--- config.mk ---
export PLATFORM = sky130hd
export DESIGN_NAME = wptr_full_gen
export DESIGN_NICKNAME = d
export VERILOG_FILES = /design/src/rtl/fifo_pkg.sv /design/src/rtl/wptr_full_gen_gray_to_bin.sv /design/src/rtl/wptr_full_gen.sv
export SDC_FILE = /design/constraint.sdc
export NUM_CORES = 1
export LEC_CHECK = 0
export CORE_MARGIN = 5
export CORE_UTILIZATION = 25
export DETAILED_ROUTE_END_ITERATION = 8
export GPL_TIMING_DRIVEN = 1
export MAX_ROUTING_LAYER = met4
export SLEW_MARGIN = 20
export SYNTH_ARGS = -nofsm -noshare
export SYNTH_HDL_FRONTEND = slang
export SYNTH_HIERARCHICAL = 1
export SYNTH_SLANG_ARGS = --single-unit
--- constraint.sdc ---
create_clock -name clk -period 1.81 [get_ports clk]
set_clock_uncertainty 0.15 [all_clocks]
set_input_delay 0.543 -clock clk [delete_from_list [all_inputs] [get_ports clk]]
set_output_delay 0.543 -clock clk [all_outputs]
set_load 0.1 [all_outputs]
--- src/rtl/fifo_pkg.sv ---
// Shared async-FIFO pointer helpers: default width and Gray/binary conversion.
// Read- and write-side pointer blocks both import this package.
package fifo_pkg;

    localparam int PTR_WIDTH_DEF = 3;

    function automatic logic [31:0] bin2gray(input logic [31:0] b);
        return (b >> 1) ^ b;
    endfunction

    function automatic logic [31:0] gray2bin(input logic [31:0] g);
        logic [31:0] b;
        b[31] = g[31];
        for (int i = 30; i >= 0; i--) begin
            b[i] = b[i+1] ^ g[i];
        end
        return b;
    endfunction

endpackage

--- src/rtl/wptr_full_gen_gray_to_bin.sv ---
// Combinational Gray-to-binary converter for a PTR_WIDTH+1 bit pointer.
// Used on the synchronized read pointer for the fill-level calculation.
module gray_to_bin
    import fifo_pkg::*;
#(
    parameter int PTR_WIDTH = PTR_WIDTH_DEF
) (
    input  logic [PTR_WIDTH:0] gray,
    output logic [PTR_WIDTH:0] bin
);

    logic [31:0] bin_w;

    assign bin_w = gray2bin(32'(gray));
    assign bin   = bin_w[PTR_WIDTH:0];

endmodule

--- src/rtl/wptr_full_gen.sv ---
// Write-side pointer, full, level and overflow generator for an async FIFO.
// Define WPTR_ALMOST_FULL_EN to enable the registered almost-full flag.
module wptr_full_gen
    import fifo_pkg::*;
#(
    parameter int PTR_WIDTH = PTR_WIDTH_DEF,
    parameter int AF_THRESH = 6
) (
    input  logic                 clk,
    input  logic                 rst,
    input  logic                 winc,
    input  logic [PTR_WIDTH:0]   wq2_rptr,
    output logic                 wen,
    output logic [PTR_WIDTH-1:0] waddr,
    output logic [PTR_WIDTH:0]   wptr,
    output logic                 wfull,
    output logic [PTR_WIDTH:0]   wlevel,
    output logic                 wovf,
    output logic                 walmost_full
);

    logic [PTR_WIDTH:0] wbin;
    logic [PTR_WIDTH:0] wbin_next;
    logic [PTR_WIDTH:0] wgray_next;
    logic [PTR_WIDTH:0] rbin;
    logic [PTR_WIDTH:0] rptr_full;
    logic [PTR_WIDTH:0] wlevel_next;
    logic [31:0]        gray_w;
    logic               wfull_next;

    gray_to_bin #(
        .PTR_WIDTH(PTR_WIDTH)
    ) u_g2b (
        .gray(wq2_rptr),
        .bin (rbin)
    );

    assign wen        = winc & ~wfull;
    assign wbin_next  = wbin + {{PTR_WIDTH{1'b0}}, wen};
    assign gray_w     = bin2gray(32'(wbin_next));
    assign wgray_next = gray_w[PTR_WIDTH:0];
    assign waddr      = wbin[PTR_WIDTH-1:0];

    // Full when the writer is exactly one lap ahead: Gray MSB pair inverted
    assign rptr_full = {~wq2_rptr[PTR_WIDTH:PTR_WIDTH-1],
                        wq2_rptr[PTR_WIDTH-2:0]};
    assign wfull_next  = (wgray_next == rptr_full);
    assign wlevel_next = wbin_next - rbin;

    always_ff @(posedge clk or posedge rst) begin
        if (rst) begin
            wbin   <= '0;
            wptr   <= '0;
            wfull  <= 1'b0;
            wlevel <= '0;
            wovf   <= 1'b0;
        end else begin
            wbin   <= wbin_next;
            wptr   <= wgray_next;
            wfull  <= wfull_next;
            wlevel <= wlevel_next;
            wovf   <= wovf | (winc & wfull);
        end
    end

`ifdef WPTR_ALMOST_FULL_EN
    localparam logic [PTR_WIDTH:0] AF_LVL = AF_THRESH[PTR_WIDTH:0];

    always_ff @(posedge clk or posedge rst) begin
        if (rst) begin
            walmost_full <= 1'b0;
        end else begin
            walmost_full <= (wlevel_next >= AF_LVL);
        end
    end
`else
    assign walmost_full = 1'b0;
`endif

endmodule

==> results of run 1 <==
metrics by stage:
step / hold slack, ns / setup TNS (ns) / setup slack [ns] / utilization, % / instances
global placement: 0.349 / -4.94 / -0.699 / 47.7 / 121
global route: 0.349 / -0.909 / -0.267 / 52.8 / 130
CTS: 0.359 / -0.641 / -0.214 / 51.2 / 130
finish: 0.361 / -0.537 / -0.174 / 52.8 / 130
floorplan: 0.270 / -5.14 / -0.831 / - / 58
detailed placement: 0.390 / -5.46 / -0.763 / 47.7 / 121
routing by layer:
metal	GRT usage [%]	wire, µm
met1	7.64	471
met2	14.3	703
met3	2.48	128
met4	5.45	30
met5	-	0
worst max-delay path, cell delays in order (launching register included):
cell and delay (ns):
dfrtp_4 0.49, nor2b_4 0.15, ha_4 0.15, ha_4 0.14, xor2_4 0.22, buf_6 0.13
inv_2 0.02, maj3_2 0.30, xnor2_1 0.12
cell usage after synthesis:
master,number
dfrtp_1,13
xor2_1,8
xnor2_1,7
inv_1,6
ha_1,4
nand3_1,3
a21oi_1,2
buf_4,2
or3_1,2
a21o_1,1
a22oi_1,1
buf_2,1
conb_1,1
inv_2,1
maj3_2,1
nand2_1,1
nor2_1,1
nor2b_1,1
xor2_2,1
xor2_4,1
state kept, by name, summed over array words and instances (netlist names):
register	count
wbin	4
wfull	1
wlevel	4
wovf	1
wptr	3
final timing paths:
check                                 from                  end  slack, ns
max                        wfull$_DFF_PP0_  wlevel[3]$_DFF_PP0_      -0.17
min                                   winc       wovf$_DFF_PP0_       0.36
max reg2reg                wfull$_DFF_PP0_  wlevel[3]$_DFF_PP0_      -0.17
min reg2reg                 wovf$_DFF_PP0_       wovf$_DFF_PP0_       0.40
max in group asynchronous              rst      wfull$_DFF_PP0_       0.71
min in group asynchronous              rst    wbin[1]$_DFF_PP0_       0.44
cell families after synthesis:
family / count (synthesis)
AO/OA/AOI/OAI: 4
XOR/XNOR: 17
adder cells (fa/ha/maj): 5
buffers and inverters: 10
flip-flops: 13
other: 1
AND/OR/NAND/NOR: 8
layout make-up:
class	instances	area (µm²)
fill	214	1200
timing repair buffer	41	500
multi-input combinational	35	423
sequential	13	329
tap	30	37.5
clock buffer	4	26.3
inverter	7	26.3
repair_timing:
item	CTS	global route
setup buffers	5	1
endpoints found under the hold margin	0	0
pin swaps	7	5
gates resized for setup	18	8
endpoints found under the setup margin	10	8
==> insert_results.sql, run 1 <==
INSERT INTO impl_metrics (metric_group, metric, value, unit) VALUES
('route', 'drtAntennaViolNets', '0', ''),
('logic_synthesis', 'synth-compound-area-share', '3.69', '%'),
('route', 'vias_cell', '4.08', ''),
('sta', 'setup_ws', '-0.174', 'ns'),
('clock_tree', 'cts.reportedPaths.clkPinSlew', '0.08', 'ns'),
('worst_setup_path', 'setup.worst_path.class', 'flip-flop to flip-flop', ''),
('logic_synthesis', 'yosys-top-cells-area', 'dfrtp_1 (48%), xor2_1 (10%), xnor2_1 (9.0%)', ''),
('worst_setup_path', 'cp.required', '1.82', 'ns'),
('grt', 'maximum_number_of_pins_on_one_net_before_global_route_repair', '14', ''),
('grt', 'globalRouteTotalUtil', '8.22', '%'),
('hold_path', 'min_delay_path_depth', '2', ''),
('logic_synthesis', 'synth_xor_xnor_area_share', '25.8', '%'),
('sta', 'timing.final.hold_violations', '0', ''),
('floorplan', 'pin_count', '22', ''),
('route', 'drt-pass1-iter-count', '3', ''),
('logic_synthesis', 'yosysTopAreaCell', 'dfrtp_1', ''),
('sta', 'final_period_minus_worst_setup_slack', '1.98', 'ns'),
('logic_synthesis', 'synth_top_family_by_area', 'XOR/XNOR gates', ''),
('sta', 'min_period_over_period', '110', '%'),
('run_status', 'outcome', 'complete, but fails checks', ''),
('logic_synthesis', 'synth.distinct_cells', '20', ''),
('run', 'max_capacitance_violation_total', '0', ''),
('route', 'wl', '1.33', 'mm'),
('placement', 'routabilityCongestion', '0.703', ''),
('clock_tree', 'clkSinkCount', '13', ''),
('final_layout', 'layout_commonest_cell', 'buf_4', ''),
('logic_synthesis', 'synth_seq_cells', '13', ''),
('grt', 'number_of_global_route_vias_before_repair', '551', ''),
('worst_setup_path', 'startpoint_type', 'flip-flop', ''),
('placement', 'dp_hpwl', '1.11', 'mm'),
('logic_synthesis', 'synth_top_area_share', '48.0', '%'),
('clock_tree', 'cts.htree.levels', '1', ''),
('clock_tree', 'root_buffer', 'clkbuf_4', ''),
('clock_tree', 'cts_max_path_buffers', '2', ''),
('run_status', 'violations_in_the_final_reports', 'negative setup slack', ''),
('worst_setup_path', 'biggest_fanout_along_the_worst_timing_path', '4', ''),
('worst_setup_path', 'end_kind', 'flip-flop', ''),
('final_layout', 'finalNetCount', '112', ''),
('floorplan', 'effective_utilization_at_floorplan', '26.6', '%'),
('grt', 'globalRouteOverflowTotal', '0', ''),
('placement', 'post_dp_cell_area', '1210', 'µm²'),
('route', 'first_iter_violations', '8', ''),
('logic_synthesis', 'netlist_area', '678', 'µm²'),
('worst_setup_path', 'worst-r2r-cell-count', '8', ''),
('sta', 'max_clock_freq', '504', 'MHz'),
('grt', 'antenna_found_initial', '0', ''),
('logic_synthesis', 'synth-simple-area-share', '6.09', '%'),
('clock_tree', 'cts-buffers-inserted', '3', ''),
('worst_setup_path', 'crit_arrival', '2.00', 'ns'),
('logic_synthesis', 'syn_nets', '69', ''),
('logic_synthesis', 'cell_count_after_synthesis', '58', ''),
('clock_tree', 'clock_tree_from_tritoncts', 'built', ''),
('final_layout', 'finalInstanceArea', '1340', 'µm²'),
('floorplan', 'fp-row-count', '18', ''),
('floorplan', 'core_area', '2540', 'µm²'),
('route', 'wl_per_cell', '10.3', 'µm'),
('final_layout', 'final_cell_mix', 'buf_4 (19), buf_12 (14), dfrtp_1 (12), xor2_1 (6), inv_1 (5)', ''),
('sta', 'slew_violations', '0', ''),
('placement', 'port_buffers', '20', ''),
('logic_synthesis', 'synth.area.mux_share', '0', '%'),
('sta', 'finalSetupViolCount', '4', ''),
('clock_tree', 'cts_hold_buffers', '0', ''),
('logic_synthesis', 'post_synth_fa_ha_maj_area_fraction', '9.04', '%'),
('route', 'remaining_drc_errors', '0', ''),
('final_layout', 'final_layout_size_suffix_gt1_share', '62.0', '%'),
('grt', 'grt_first_pass_wirelength', '2.16', 'mm'),
('floorplan', 'die_x', '62.1', 'µm'),
('floorplan', 'dieHeight', '62.1', 'µm'),
('logic_synthesis', 'mean_syn_cell_area', '11.7', 'µm²'),
('logic_synthesis', 'ys_seq_area_share', '48.0', '%'),
('final_layout', 'syn2layout_area_growth', '98.0', '%'),
('hold_path', 'worst_hold_path_type', 'input port to flip-flop', ''),
('logic_synthesis', 'synth.yosys.warnings', '6', ''),
('route', 'via_count', '531', ''),
('final_layout', 'num_antenna_cells', '0', ''),
('floorplan', 'dieArea', '3850', 'µm²'),
('clock_tree', 'insertion_delay', '0.27', 'ns'),
('sta', 'rsz0062_at_grt', 'true', '');
Power of run 1 is not shown: default switching activity piles up to over one toggle a cycle in this logic, so the estimate is an artifact.
==> run 2, diff against run 1 <==
Settings changed: CORE_MARGIN 5 to 3, CTS_CLUSTER_DIAMETER set to 200.
==> run 2 against run 1 <==
  * The run still ends with negative setup slack left
  * Die area is 12% lower
  * Fmax is 1.3% lower
  * Non-clock buffer count is 2 higher
  * First-iteration DRC count is 75% lower
  * Hold slack worse by 0.019 ns
  * Via count is 2.3% higher
  * Register-to-register slack worse by 0.03 ns
  * Core utilization is 0.62 points higher
  * Cell area is 0.28% higher
  * Sequential cell count stayed put
  * Count of clock-buffer cells in the layout stayed put
  * Sequential share of layout area is 0.068 points lower
  * Critical path type unchanged
  * Largest cell class unchanged
  * Highest routed layer unchanged
==> insert_results.sql, run 2 (synthesis results as in run 1) <==
INSERT INTO impl_metrics (metric_group, metric, value, unit) VALUES
('clock_tree', 'clock_tree_from_tritoncts', 'built', ''),
('worst_setup_path', 'cells_along_the_critical_path', 'nor2b_4 -> ha_4 -> ha_4 -> xor2_4 -> buf_6 -> xor2_2 -> or3_1 -> a22oi_2', ''),
('grt', 'globalRouteOverflowTotal', '0', ''),
('run', 'max_capacitance_violation_total', '0', ''),
('route', 'drtAntennaViolNets', '0', ''),
('floorplan', 'dieHeight', '58.1', 'µm'),
('grt', 'maximum_number_of_pins_on_one_net_before_global_route_repair', '14', ''),
('worst_setup_path', 'startpoint_type', 'flip-flop', ''),
('sta', 'slew_violations', '0', ''),
('hold_path', 'worst_hold_path_type', 'input port to flip-flop', ''),
('worst_setup_path', 'biggest_fanout_along_the_worst_timing_path', '3', ''),
('worst_setup_path', 'setup.worst_path.class', 'flip-flop to flip-flop', ''),
('sta', 'rsz0062_at_grt', 'true', ''),
('worst_setup_path', 'critical-path-top-cell-by-count', 'ha_4', ''),
('route', 'first_iter_violations', '2', ''),
('clock_tree', 'insertion_delay', '0.27', 'ns'),
('run_status', 'violations_in_the_final_reports', 'negative setup slack', ''),
('grt', 'antenna_found_initial', '0', ''),
('final_layout', 'syn2layout_area_growth', '98.5', '%'),
('clock_tree', 'root_buffer', 'clkbuf_4', ''),
('grt', 'grt_first_pass_wirelength', '2.55', 'mm'),
('sta', 'min_period_over_period', '111', '%'),
('worst_setup_path', 'cp.required', '1.85', 'ns'),
('floorplan', 'dieArea', '3370', 'µm²'),
('grt', 'number_of_global_route_vias_before_repair', '567', ''),
('clock_tree', 'clkSinkCount', '13', ''),
('run_status', 'outcome', 'complete, but fails checks', ''),
('sta', 'total_negative_setup_slacks', '-0.459', 'ns'),
('grt', 'globalRouteTotalUtil', '10.7', '%'),
('worst_setup_path', 'crit_arrival', '2.05', 'ns'),
('final_layout', 'filler_cell_count', '227', ''),
('clock_tree', 'cts.reportedPaths.clkPinSlew', '0.08', 'ns'),
('placement', 'dp_hpwl', '1.21', 'mm'),
('floorplan', 'fp-row-count', '18', ''),
('route', 'drt-pass1-iter-count', '2', ''),
('final_layout', 'reg_top3', 'wbin x4, wlevel x4, wptr x3', ''),
('clock_tree', 'cts.htree.levels', '1', ''),
('clock_tree', 'cts_max_path_buffers', '2', ''),
('route', 'wl_per_cell', '11.2', 'µm'),
('final_layout', 'layout_commonest_cell', 'buf_4', ''),
('clock_tree', 'cts_hold_buffers', '0', ''),
('final_layout', 'final_layout_size_suffix_gt1_share', '60.8', '%'),
('route', 'via_count', '543', ''),
('worst_setup_path', 'end_kind', 'flip-flop', ''),
('worst_setup_path', 'cp_slowest_stage_delay', '0.50', 'ns'),
('placement', 'routabilityCongestion', '0.792', ''),
('placement', 'port_buffers', '20', ''),
('sta', 'final_period_minus_worst_setup_slack', '2.01', 'ns'),
('final_layout', 'finalNetCount', '114', ''),
('floorplan', 'die_x', '58.1', 'µm'),
('route', 'remaining_drc_errors', '0', ''),
('route', 'wl', '1.48', 'mm'),
('final_layout', 'num_antenna_cells', '0', ''),
('clock_tree', 'cts-buffers-inserted', '3', ''),
('sta', 'max_clock_freq', '498', 'MHz'),
('worst_setup_path', 'crit_buf_inv', '1', ''),
('final_layout', 'final_cell_mix', 'buf_4 (20), buf_12 (14), dfrtp_1 (12), inv_1 (6)', ''),
('route', 'vias_cell', '4.11', ''),
('worst_setup_path', 'cp_top_family', 'flip-flops', ''),
('sta', 'finalSetupViolCount', '4', ''),
('floorplan', 'core_area', '2520', 'µm²'),
('floorplan', 'effective_utilization_at_floorplan', '26.9', '%'),
('floorplan', 'pin_count', '22', ''),
('sta', 'setup_ws', '-0.200', 'ns'),
('worst_setup_path', 'critPathSlowestCell', 'dfrtp_4', ''),
('sta', 'timing.final.hold_violations', '0', '');
==> run 2: cell types whose count changed in the layout (fill, tap and decap cells not counted), sizes merged <==
cell and change:
clkbuf +1, buf +1
==> run 2: worst register-to-register path: cells and delay by family, from the launching register on <==
kind | cells | cell delay [ns]
AO/OA/AOI/OAI | 1 | 0.13
flip-flops | 1 | 0.50
XOR/XNOR | 2 | 0.26
buffers and inverters | 1 | 0.14
adder cells (fa/ha/maj) | 2 | 0.30
AND/OR/NAND/NOR | 2 | 0.46
==> run 2: repair_timing <==
item | in CTS | in global routing
endpoints found under the hold margin | 0 | 0
resized for setup | 18 | 4
pin swaps | 10 | 6
setup endpoints to repair | 10 | 7
setup buffers | 4 | 1
==> run 2: metrics by stage <==
stage                     cells  instance area, µm²  setup WS, ns  hold WS, ns  util [%]
after global placement      125                1240        -0.691        0.350      49.3
final                       132                1350        -0.200        0.343      53.4
after global routing        132                1350        -0.291        0.344      53.4
after CTS                   133                1340        -0.253        0.382      53.3
after floorplan              58                 742        -0.831        0.270         -
after detailed placement    125                1240        -0.803        0.364      49.3
==> run 2: per-layer routing <==
metal / GRT usage (%) / wire length [µm] / up-vias
li1: - / - / 262
met1: 12.3 / 574 / 264
met2: 17.6 / 811 / 13
met3: 0.668 / 50 / 4
met4: 7.95 / 39 / 0
met5: - / 0 / -
==> run 2: final timing paths <==
path                            startpoint                end  slack [ns]  cells after the start
setup reg to reg           wfull$_DFF_PP0_    wfull$_DFF_PP0_       -0.20                      8
min in group asynchronous              rst  wbin[1]$_DFF_PP0_        0.40                      3
hold reg to reg             wovf$_DFF_PP0_     wovf$_DFF_PP0_        0.37                      1
setup / recovery           wfull$_DFF_PP0_    wfull$_DFF_PP0_       -0.20                      8
max in group asynchronous              rst    wfull$_DFF_PP0_        0.93                      3
hold / removal                        winc     wovf$_DFF_PP0_        0.34                      2
==> run 2: final cells by class <==
cell class | instances | area (µm²) | share of cell area (%)
multi-input cells | 35 | 408 | 30.3
repair buffers | 43 | 519 | 38.6
clock buffers | 4 | 26.3 | 1.95
well taps | 30 | 37.5 | 2.79
inverters | 7 | 26.3 | 1.95
flip-flops and latches | 13 | 329 | 24.4
Power of run 2 is left out for the same reason.
==> run 3, diff against run 2 <==
Settings changed: CORE_ASPECT_RATIO set to 2.
==> run 3 against run 2 <==
  * The run still ends with negative setup slack left
  * Final cell count fell by 1.5%
  * Critical path type unchanged
  * Critical endpoint unchanged
  * Core utilization fell by 0.45 points
  * Die area rose by 1.1%
  * First-iteration DRC count rose to 3.5 times the previous value
  * Hold slack improved by 0.021 ns
  * Setup slack got worse by 0.047 ns
  * Via count fell by 0.55%
  * Count of clock-buffer cells in the layout fell by 1
  * Register-to-register slack got worse by 0.05 ns
  * Sequential cell count did not move
==> insert_results.sql, run 3 (synthesis results as in run 1) <==
INSERT INTO impl_metrics (metric_group, metric, value, unit) VALUES
('grt', 'globalRouteTotalUtil', '10.2', '%'),
('floorplan', 'dieArea', '3410', 'µm²'),
('worst_setup_path', 'crit_path_end', 'wfull$_DFF_PP0_', ''),
('worst_setup_path', 'cp.required', '1.82', 'ns'),
('grt', 'antenna_found_initial', '0', ''),
('clock_tree', 'clock_tree_from_tritoncts', 'built', ''),
('route', 'drtAntennaViolNets', '0', ''),
('clock_tree', 'insertion_delay', '0.25', 'ns'),
('worst_setup_path', 'launching_instance_or_port_of_the_critical_path', 'wfull$_DFF_PP0_', ''),
('sta', 'min_period_over_period', '114', '%'),
('worst_setup_path', 'reg2reg_setup_slack', '-0.25', 'ns'),
('worst_setup_path', 'reg2reg_to', 'wfull$_DFF_PP0_', ''),
('placement', 'post_dp_cell_area', '1230', 'µm²'),
('final_layout', 'multiInputGateArea', '424', 'µm²'),
('run_status', 'violations_in_the_final_reports', 'negative setup slack', ''),
('worst_setup_path', 'startpoint_type', 'flip-flop', ''),
('placement', 'port_buffers', '20', ''),
('clock_tree', 'cts-buffers-inserted', '3', ''),
('worst_setup_path', 'crit_arrival', '2.06', 'ns'),
('floorplan', 'dieHeight', '79.7', 'µm'),
('worst_setup_path', 'setup.worst_path.class', 'flip-flop to flip-flop', ''),
('final_layout', 'finalNetCount', '114', ''),
('hold_path', 'worst_hold_path_type', 'flip-flop to flip-flop', ''),
('final_layout', 'finalInstanceArea', '1360', 'µm²'),
('final_layout', 'filler_cell_count', '219', ''),
('sta', 'max_clock_freq', '486', 'MHz'),
('worst_setup_path', 'biggest_fanout_along_the_worst_timing_path', '4', ''),
('grt', 'grt_util_met2', '18.8', '%'),
('clock_tree', 'cts_max_path_buffers', '2', ''),
('run', 'max_capacitance_violation_total', '0', ''),
('final_layout', 'num_antenna_cells', '0', ''),
('final_layout', 'register_area', '329', 'µm²'),
('route', 'wl', '1.52', 'mm'),
('floorplan', 'core_area', '2570', 'µm²'),
('run_status', 'outcome', 'complete, but fails checks', ''),
('route', 'remaining_drc_errors', '0', ''),
('grt', 'number_of_global_route_vias_before_repair', '528', ''),
('final_layout', 'final_cell_mix', 'buf_4 (22), buf_12 (14), dfrtp_1 (12), inv_1 (6)', ''),
('floorplan', 'effective_utilization_at_floorplan', '26.4', '%'),
('route', 'vias_cell', '4.15', ''),
('sta', 'finalSetupViolCount', '5', ''),
('worst_setup_path', 'end_kind', 'flip-flop', ''),
('placement', 'dp_hpwl', '1.20', 'mm'),
('clock_tree', 'root_buffer', 'clkbuf_8', ''),
('route', 'via_count', '540', ''),
('grt', 'globalRouteOverflowTotal', '0', ''),
('floorplan', 'die_x', '42.8', 'µm'),
('sta', 'worst_hold_slack', '0.363', 'ns'),
('worst_setup_path', 'r2r-start', 'wfull$_DFF_PP0_', ''),
('sta', 'final_period_minus_worst_setup_slack', '2.06', 'ns'),
('clock_tree', 'cts.htree.levels', '1', ''),
('clock_tree', 'clkSinkCount', '13', ''),
('final_layout', 'post-route-util', '52.9', '%'),
('grt', 'grt_use_met1', '7.05', '%'),
('placement', 'dpl.cell_count', '121', ''),
('sta', 'timing.final.hold_violations', '0', ''),
('grt', 'gr-max-usage-layer', 'met2', ''),
('placement', 'routabilityCongestion', '0.851', ''),
('final_layout', 'reg_top3', 'wbin x4, wlevel x4, wptr x3', ''),
('final_layout', 'layout_commonest_cell', 'buf_4', ''),
('floorplan', 'pin_count', '22', ''),
('final_layout', 'final_cells', '130', ''),
('worst_setup_path', 'worst-r2r-cell-count', '8', ''),
('route', 'drt-pass1-iter-count', '2', ''),
('final_layout', 'final_layout_size_suffix_gt1_share', '62.7', '%'),
('floorplan', 'fp-row-count', '26', ''),
('grt', 'globalRouteMet3Util', '1.35', '%'),
('sta', 'rsz0062_at_grt', 'true', ''),
('clock_tree', 'cts.reportedPaths.clkPinSlew', '0.05', 'ns'),
('grt', 'maximum_number_of_pins_on_one_net_before_global_route_repair', '14', ''),
('final_layout', 'syn2layout_area_growth', '101', '%'),
('sta', 'slew_violations', '0', ''),
('grt', 'grt_first_pass_wirelength', '2.31', 'mm'),
('sta', 'setup_ws', '-0.246', 'ns'),
('route', 'first_iter_violations', '7', ''),
('route', 'wl_per_cell', '11.7', 'µm');
==> run 3: cell count changes in the layout (fill, tap and decap cells not counted), sizes merged <==
| cell | before | now |
|---|---|---|
| clkbuf | 5 | 3 |
| clkinv | 0 | 1 |
| buf | 37 | 40 |
| clkdlybuf4s15 | 2 | 0 |
==> run 3: cell type report <==
cell class | instances | area share [%]
multi-input cells | 35 | 31.2
inverters | 7 | 1.93
flip-flops and latches | 13 | 24.2
repair buffers | 43 | 36.7
well taps | 28 | 2.58
clock buffers | 3 | 3.04
clock inverters | 1 | 0.368
==> run 3: timing repair <==
| action | CTS | global route |
|---|---|---|
| pin swaps | 9 | 8 |
| setup endpoints to repair | 10 | 6 |
| gates resized for setup | 16 | 8 |
| buffers inserted | 3 | 2 |
| hold buffers | 0 | 0 |
==> run 3: per-stage QoR <==
| stage | setup TNS [ns] | setup WS [ns] |
|---|---|---|
| after floorplan | -5.14 | -0.831 |
| after global placement | -5.00 | -0.691 |
| after detailed placement | -5.51 | -0.768 |
| after CTS | -0.651 | -0.219 |
| after global routing | -0.992 | -0.364 |
| final | -0.669 | -0.246 |
==> run 3: how the worst min path moves through the flow <==
stage                     slack (ns)            from                end  cells past startpoint
final                           0.36  wovf$_DFF_PP0_     wovf$_DFF_PP0_                      1
after global routing            0.39            winc     wovf$_DFF_PP0_                      2
after floorplan                 0.27             rst  wbin[0]$_DFF_PP0_                      1
after detailed placement        0.36  wovf$_DFF_PP0_     wovf$_DFF_PP0_                      1
after CTS                       0.37  wovf$_DFF_PP0_     wovf$_DFF_PP0_                      1
after global placement          0.36  wovf$_DFF_PP0_     wovf$_DFF_PP0_                      1
==> run 3: metal layers <==
| layer | up-vias | wire length, µm |
|---|---|---|
| met5 | - | 0 |
| met1 | 253 | 383 |
| met3 | 5 | 59 |
| met2 | 17 | 1000 |
| li1 | 265 | - |
| met4 | 0 | 77 |
==> run 3: worst max-delay path, cell delays in order, from the launching register on <==
cell,delay (ns)
dfrtp_4,0.48
nor2b_4,0.14
ha_4,0.15
ha_4,0.15
xor2_4,0.22
xor2_1,0.23
buf_4,0.14
nand3_1,0.10
a22oi_2,0.21
Power of run 3 is left out for the same reason.
==> RTL edit 1, RTL diff (flow settings as in run 1) <==
The package constant `PTR_WIDTH_DEF` goes from 3 to 2.
--- a/src/rtl/fifo_pkg.sv
+++ b/src/rtl/fifo_pkg.sv
@@ -2,7 +2,7 @@
 // Read- and write-side pointer blocks both import this package.
 package fifo_pkg;
 
-    localparam int PTR_WIDTH_DEF = 3;
+    localparam int PTR_WIDTH_DEF = 2;
 
     function automatic logic [31:0] bin2gray(input logic [31:0] b);
         return (b >> 1) ^ b;
Ports: changed (resized waddr, wlevel, wptr and wq2_rptr); port bits go from 22 to 18. No check against the original RTL was run, so the function may have changed too.
==> RTL edit 1 against run 1 <==
  * The run still ends with negative setup slack left
  * Area after synthesis shrank 23%
  * Utilization shrank 4.0 points
  * Cell area down 28%
  * Routed wire length shrank 26%
  * Worst setup slack improved by 0.063 ns
  * Worst hold slack better by 0.016 ns
  * Sequential cell count is 3 lower
  * First-iteration DRC count down 100%
  * Critical path type unchanged
  * Critical endpoint is now wlevel[2]
Power is left out: the tool's default activity adds up to more than one toggle a clock period on the data nets, which glitch-free logic cannot reach.
==> RTL edit 1: results (changes against run 1) <==
Status
  – Status: finished with violations (unchanged)
  – Failing checks: negative setup slack (unchanged)

Setup path
  – Delay of the slowest cell on the worst path: 0.49 ns (about the same)
  – CP delay by family, top: adder cells (unchanged)
  – CP arrival: 1.92 ns (was 2.00 ns)
  – Critical path fanouts, max: 2 (was 4)
  – Slowest stage cell on the critical path: dfrtp_4 (unchanged)

Logic synthesis
  – Post-synth cell types: 17 (was 20)
  – Seq/Total Area, Yosys: 0.476 (was 0.480)
  – Mapped Nets: 52 (was 69)
  – Count leader, synth: dfrtp_1 (unchanged)
  – Post-synthesis async set-or-reset flop share: 1.00 (unchanged)
  – Mean Syn Cell Area: 12.5 sq um (was 11.7 sq um)
  – Synth Warn #: 6 (unchanged)
  – Synth area leaders: dfrtp_1 48%, ha_1 7.1%, xnor2_4 5.2% (was dfrtp_1 48%, xor2_1 10%, xnor2_1 9.0%)
  – Commonest cells in the synthesized netlist: 10 x dfrtp_1, 6 x inv_1 (was 13 x dfrtp_1, 8 x xor2_1, 7 x xnor2_1, 6 x inv_1, 4 x ha_1)

Global routing
  – First-pass GRT wire length: 1890 um (was 2160 um)
  – Largest net degree at the start of global routing: 11 (was 14)
  – Vias in the first global route: 423 (was 551)
  – All-Layer GR Usage: 0.0828 (was 0.0822)
  – Initial antenna violation count: 0 (unchanged)

Clock network
  – CTS Buf Count: 3 (unchanged)
  – H-tree level count: 1 (unchanged)
  – Setup bufs post-CTS: 0 (was 5)
  – Worst-path clk slew: 0.06 ns (was 0.08 ns)
  – Latest clock arrival within the worst-skew pair: 0.26 ns
  – Clock tree root driver cell: clkbuf_4 (unchanged)
  – Clock Tree Buf Depth: 2 (unchanged)

Finish
  – # fillers: 168 (was 214)
  – Diodes inserted: 0 (unchanged)
  – Layout cells sized above 1: 0.536 (was 0.620)
  – Core Util, Final: 0.487 (was 0.528)
  – Final #Nets: 80 (was 112)
  – Biggest regs: wbin (3), wlevel (3), wptr (2) (was wbin (4), wlevel (4), wptr (3))

Route
  – Total Routed Length: 992 um (was 1330 um)
  – Vias/cell: 3.86 (was 4.08)
  – Router iterations before antenna repair: 1 (was 3)
  – DRT iter0 DRCs: 0 (was 8)
  – Via count: 371 (was 531)

Worst hold path
  – Worst min path class: flop to flop (was input port to flop)

Timing
  – Final TNS setup: -0.180 ns (was -0.537 ns)
  – Setup-failing EPs final: 2 (was 4)
  – Final setup margin: -0.111 ns (was -0.174 ns)

Placement
  – DP Area: 933 sq um (was 1210 sq um)
  – Port Buf Inserts: 16 (was 20)
  – HPWL Detailed: 844 um (was 1110 um)
  – Placed Cells: 92 (was 121)
  – Routability-driven placement congestion ratio: 0.688 (was 0.703)
  – Worst slack, placed: -0.672 ns (was -0.763 ns)
## RTL edit 1: cell types whose count changed after synthesis, sizes merged, moves of 3 or more
| cell | delta |
|---|---|
| dfrtp | -3 |
| xor2 | -7 |
| nand3 | -3 |
| xnor2 | -3 |
## RTL edit 1: final timing paths
kind                        from         to  slack, ns  cells after the start
max in group asynchronous    rst      wfull       0.81                      2
setup / recovery           wfull  wlevel[2]      -0.11                      8
hold reg to reg             wovf       wovf       0.38                      1
hold / removal              wovf       wovf       0.38                      1
min in group asynchronous    rst      wfull       0.40                      2
setup reg to reg           wfull  wlevel[2]      -0.11                      8
## RTL edit 1: layout make-up
cell class | count | area share
clock buffers | 4 | 0.0272
well taps | 27 | 0.0350
inverters | 6 | 0.0259
repair buffers | 25 | 0.346
flip-flops and latches | 10 | 0.263
multi-input cells | 24 | 0.303
## RTL edit 1: layer usage
metal / vias to the layer above / share of wire / track usage
met5: - / 0 / -
met4: 0 / 0.029 / 0.0610
met3: 3 / 0.095 / 0.0394
met2: 18 / 0.50 / 0.132
met1: 170 / 0.38 / 0.0775
li1: 180 / - / -
## RTL edit 1: cells by family (layout without fill, tap and decap cells)
kind of cell | after synthesis | after routing | synth area share
flip-flops | 10 | 10 | 0.476
XOR/XNOR | 8 | 8 | 0.198
buffers and inverters | 8 | 35 | 0.0714
AND/OR/NAND/NOR | 7 | 7 | 0.0691
adder cells (fa/ha/maj) | 4 | 4 | 0.110
AO/OA/AOI/OAI | 2 | 2 | 0.0310
multiplexers | 2 | 2 | 0.0381
other | 1 | 1 | 0.00714
## RTL edit 1: timing repair
action,in CTS,in global routing
hold endpoints to repair,0,0
resized for setup,12,1
pin swaps,4,2
gates cloned,0,0
endpoints found under the setup margin,7,3
==> RTL edit 2, RTL diff (flow settings as in run 1) <==
Made on the original files. Register the output `wlevel` once more, with the module's reset; this adds one clock of latency there. The other outputs are not delayed to match.
--- a/src/rtl/wptr_full_gen.sv
+++ b/src/rtl/wptr_full_gen.sv
@@ -18,6 +18,8 @@
     output logic                 wovf,
     output logic                 walmost_full
 );
+
+    logic [PTR_WIDTH:0] wlevel_s0;
 
     logic [PTR_WIDTH:0] wbin;
     logic [PTR_WIDTH:0] wbin_next;
@@ -52,13 +54,13 @@
             wbin   <= '0;
             wptr   <= '0;
             wfull  <= 1'b0;
-            wlevel <= '0;
+            wlevel_s0 <= '0;
             wovf   <= 1'b0;
         end else begin
             wbin   <= wbin_next;
             wptr   <= wgray_next;
             wfull  <= wfull_next;
-            wlevel <= wlevel_next;
+            wlevel_s0 <= wlevel_next;
             wovf   <= wovf | (winc & wfull);
         end
     end
@@ -77,5 +79,13 @@
     assign walmost_full = 1'b0;
 `endif
 
+    always_ff @(posedge clk or posedge rst) begin
+        if (rst) begin
+            wlevel <= '0;
+        end else begin
+            wlevel <= wlevel_s0;
+        end
+    end
+
 endmodule
 
Formal check against the unedited RTL: not equivalent (a bounded check fails within 4 cycles, from zero or initial values and one cycle with rst high).
==> RTL edit 2 against run 1 <==
  * The run still ends with negative setup slack left
  * Cell area increased by 10%
  * Count of clock-buffer cells in the layout decreased by 1
  * Register-to-register slack got worse by 0.03 ns
  * Sequential cell count increased by 4
  * Worst setup slack got worse by 0.045 ns
  * Area after synthesis increased by 15%
  * Routed wire length increased by 14%
  * Final cell count increased by 17%
  * Worst hold slack got worse by 0.15 ns
Power is not shown: default switching activity piles up to over one toggle a cycle in this logic, so the estimate is an artifact.
==> RTL edit 2: results (changes against run 1) <==
Setup path
  – CP delay by family, top: buffers and inverters (was adder cells)
  – Crit path to: wlevel_s0[2] (was wlevel[3])
  – R2r worst-path depth: 7 (was 8)
  – Slowest stage cell on the critical path: clkdlybuf4s15_1 (was dfrtp_4)
  – Worst R2R Setup Slack: -0.20 ns (was -0.17 ns)
  – CP Launch Point: winc (was wfull)
  – Critical R2R Capture: wfull (was wlevel[3])
  – Delay of the slowest cell on the worst path: 0.18 ns (was 0.49 ns)
  – CP arrival: 2.07 ns (was 2.00 ns)

Logic synthesis
  – Synth area leaders: dfrtp_1 55%, xor2_1 9.0%, xnor2_1 7.9% (was dfrtp_1 48%, xor2_1 10%, xnor2_1 9.0%)
  – Mean Syn Cell Area: 12.6 sq um (was 11.7 sq um)
  – Synth Warn #: 6 (unchanged)
  – Commonest cells in the synthesized netlist: 17 x dfrtp_1, 8 x xor2_1, 7 x xnor2_1, 6 x inv_1, 4 x ha_1 (was 13 x dfrtp_1, 8 x xor2_1, 7 x xnor2_1, 6 x inv_1, 4 x ha_1)

Worst hold path
  – Hold EP: wlevel[1] (was wovf)
  – Hold path start: wlevel_s0[1] (was winc)
  – Min-Delay Path Depth: 0 (was 2)

Finish
  – # fillers: 259 (was 214)
  – Final #Nets: 120 (was 112)
  – Clock network area share: 0.0203 (was 0.0196)
  – Non-clk buf share: 0.367 (was 0.373)
  – Non-Filler Instances: 152 (was 130)
  – Multi-input gate area: 395 sq um (was 423 sq um)
  – Bufs w/o clock: 45 (was 41)
  – Layout cells sized above 1: 0.583 (was 0.620)
  – Seq/total area: 0.290 (was 0.245)

Global routing
  – First-pass GRT wire length: 2630 um (was 2160 um)
  – Largest net degree at the start of global routing: 18 (was 14)
  – Global-route met3 utilization: 0.0153 (was 0.0248)
  – Vias in the first global route: 611 (was 551)
  – Met1 Usage GRT: 0.0928 (was 0.0764)
  – All-Layer GR Usage: 0.0830 (was 0.0822)

Route
  – Vias/cell: 3.70 (was 4.08)
  – Total Routed Length: 1520 um (was 1330 um)
  – DRT iter0 DRCs: 1 (was 8)
  – Router iterations before antenna repair: 4 (was 3)

Clock network
  – Setup bufs post-CTS: 3 (was 5)
  – Latest clock arrival within the worst-skew pair: 0.29 ns (was 0.27 ns)
  – Clock sinks: 17 (was 13)
  – Worst-path clk slew: 0.10 ns (was 0.08 ns)

Placement
  – Worst slack, placed: -0.739 ns (was -0.763 ns)
  – Placed Cells: 142 (was 121)
  – DP Area: 1350 sq um (was 1210 sq um)

Die
  – Core area: 3030 sq um (was 2540 sq um)

Status
  – Failing checks: negative setup slack (unchanged)
  – Status: finished with violations (unchanged)

Timing
  – Hold Worst Slack: 0.211 ns (was 0.361 ns)
  – Setup-failing EPs final: 8 (was 4)
  – Final setup margin: -0.220 ns (was -0.174 ns)
  – Final TNS setup: -1.05 ns (was -0.537 ns)
==> RTL edit 2: kinds of logic (layout without fill, tap and decap cells) <==
kind of cell / count (synthesis) / in the layout / share of synthesized area
AND/OR/NAND/NOR: 8 / 8 / 0.0530
other: 1 / 1 / 0.00482
adder cells (fa/ha/maj): 5 / 5 / 0.0788
XOR/XNOR: 17 / 17 / 0.225
AO/OA/AOI/OAI: 4 / 4 / 0.0322
buffers and inverters: 10 / 56 / 0.0595
flip-flops: 17 / 17 / 0.547
==> RTL edit 2: worst register-to-register path, stage by stage, from the launching register on <==
cell	delay, ns
dfrtp_4	0.50
nor2b_4	0.14
ha_4	0.15
ha_4	0.15
xor2_4	0.21
xor2_1	0.11
or3_1	0.33
a22oi_1	0.19
==> RTL edit 2: per-layer routing <==
layer / up-vias / wire [um] / part of all wire
met4: 0 / 23 / 0.015
met3: 2 / 64 / 0.042
met1: 267 / 611 / 0.40
li1: 278 / - / -
met2: 15 / 817 / 0.54
met5: - / 0 / 0
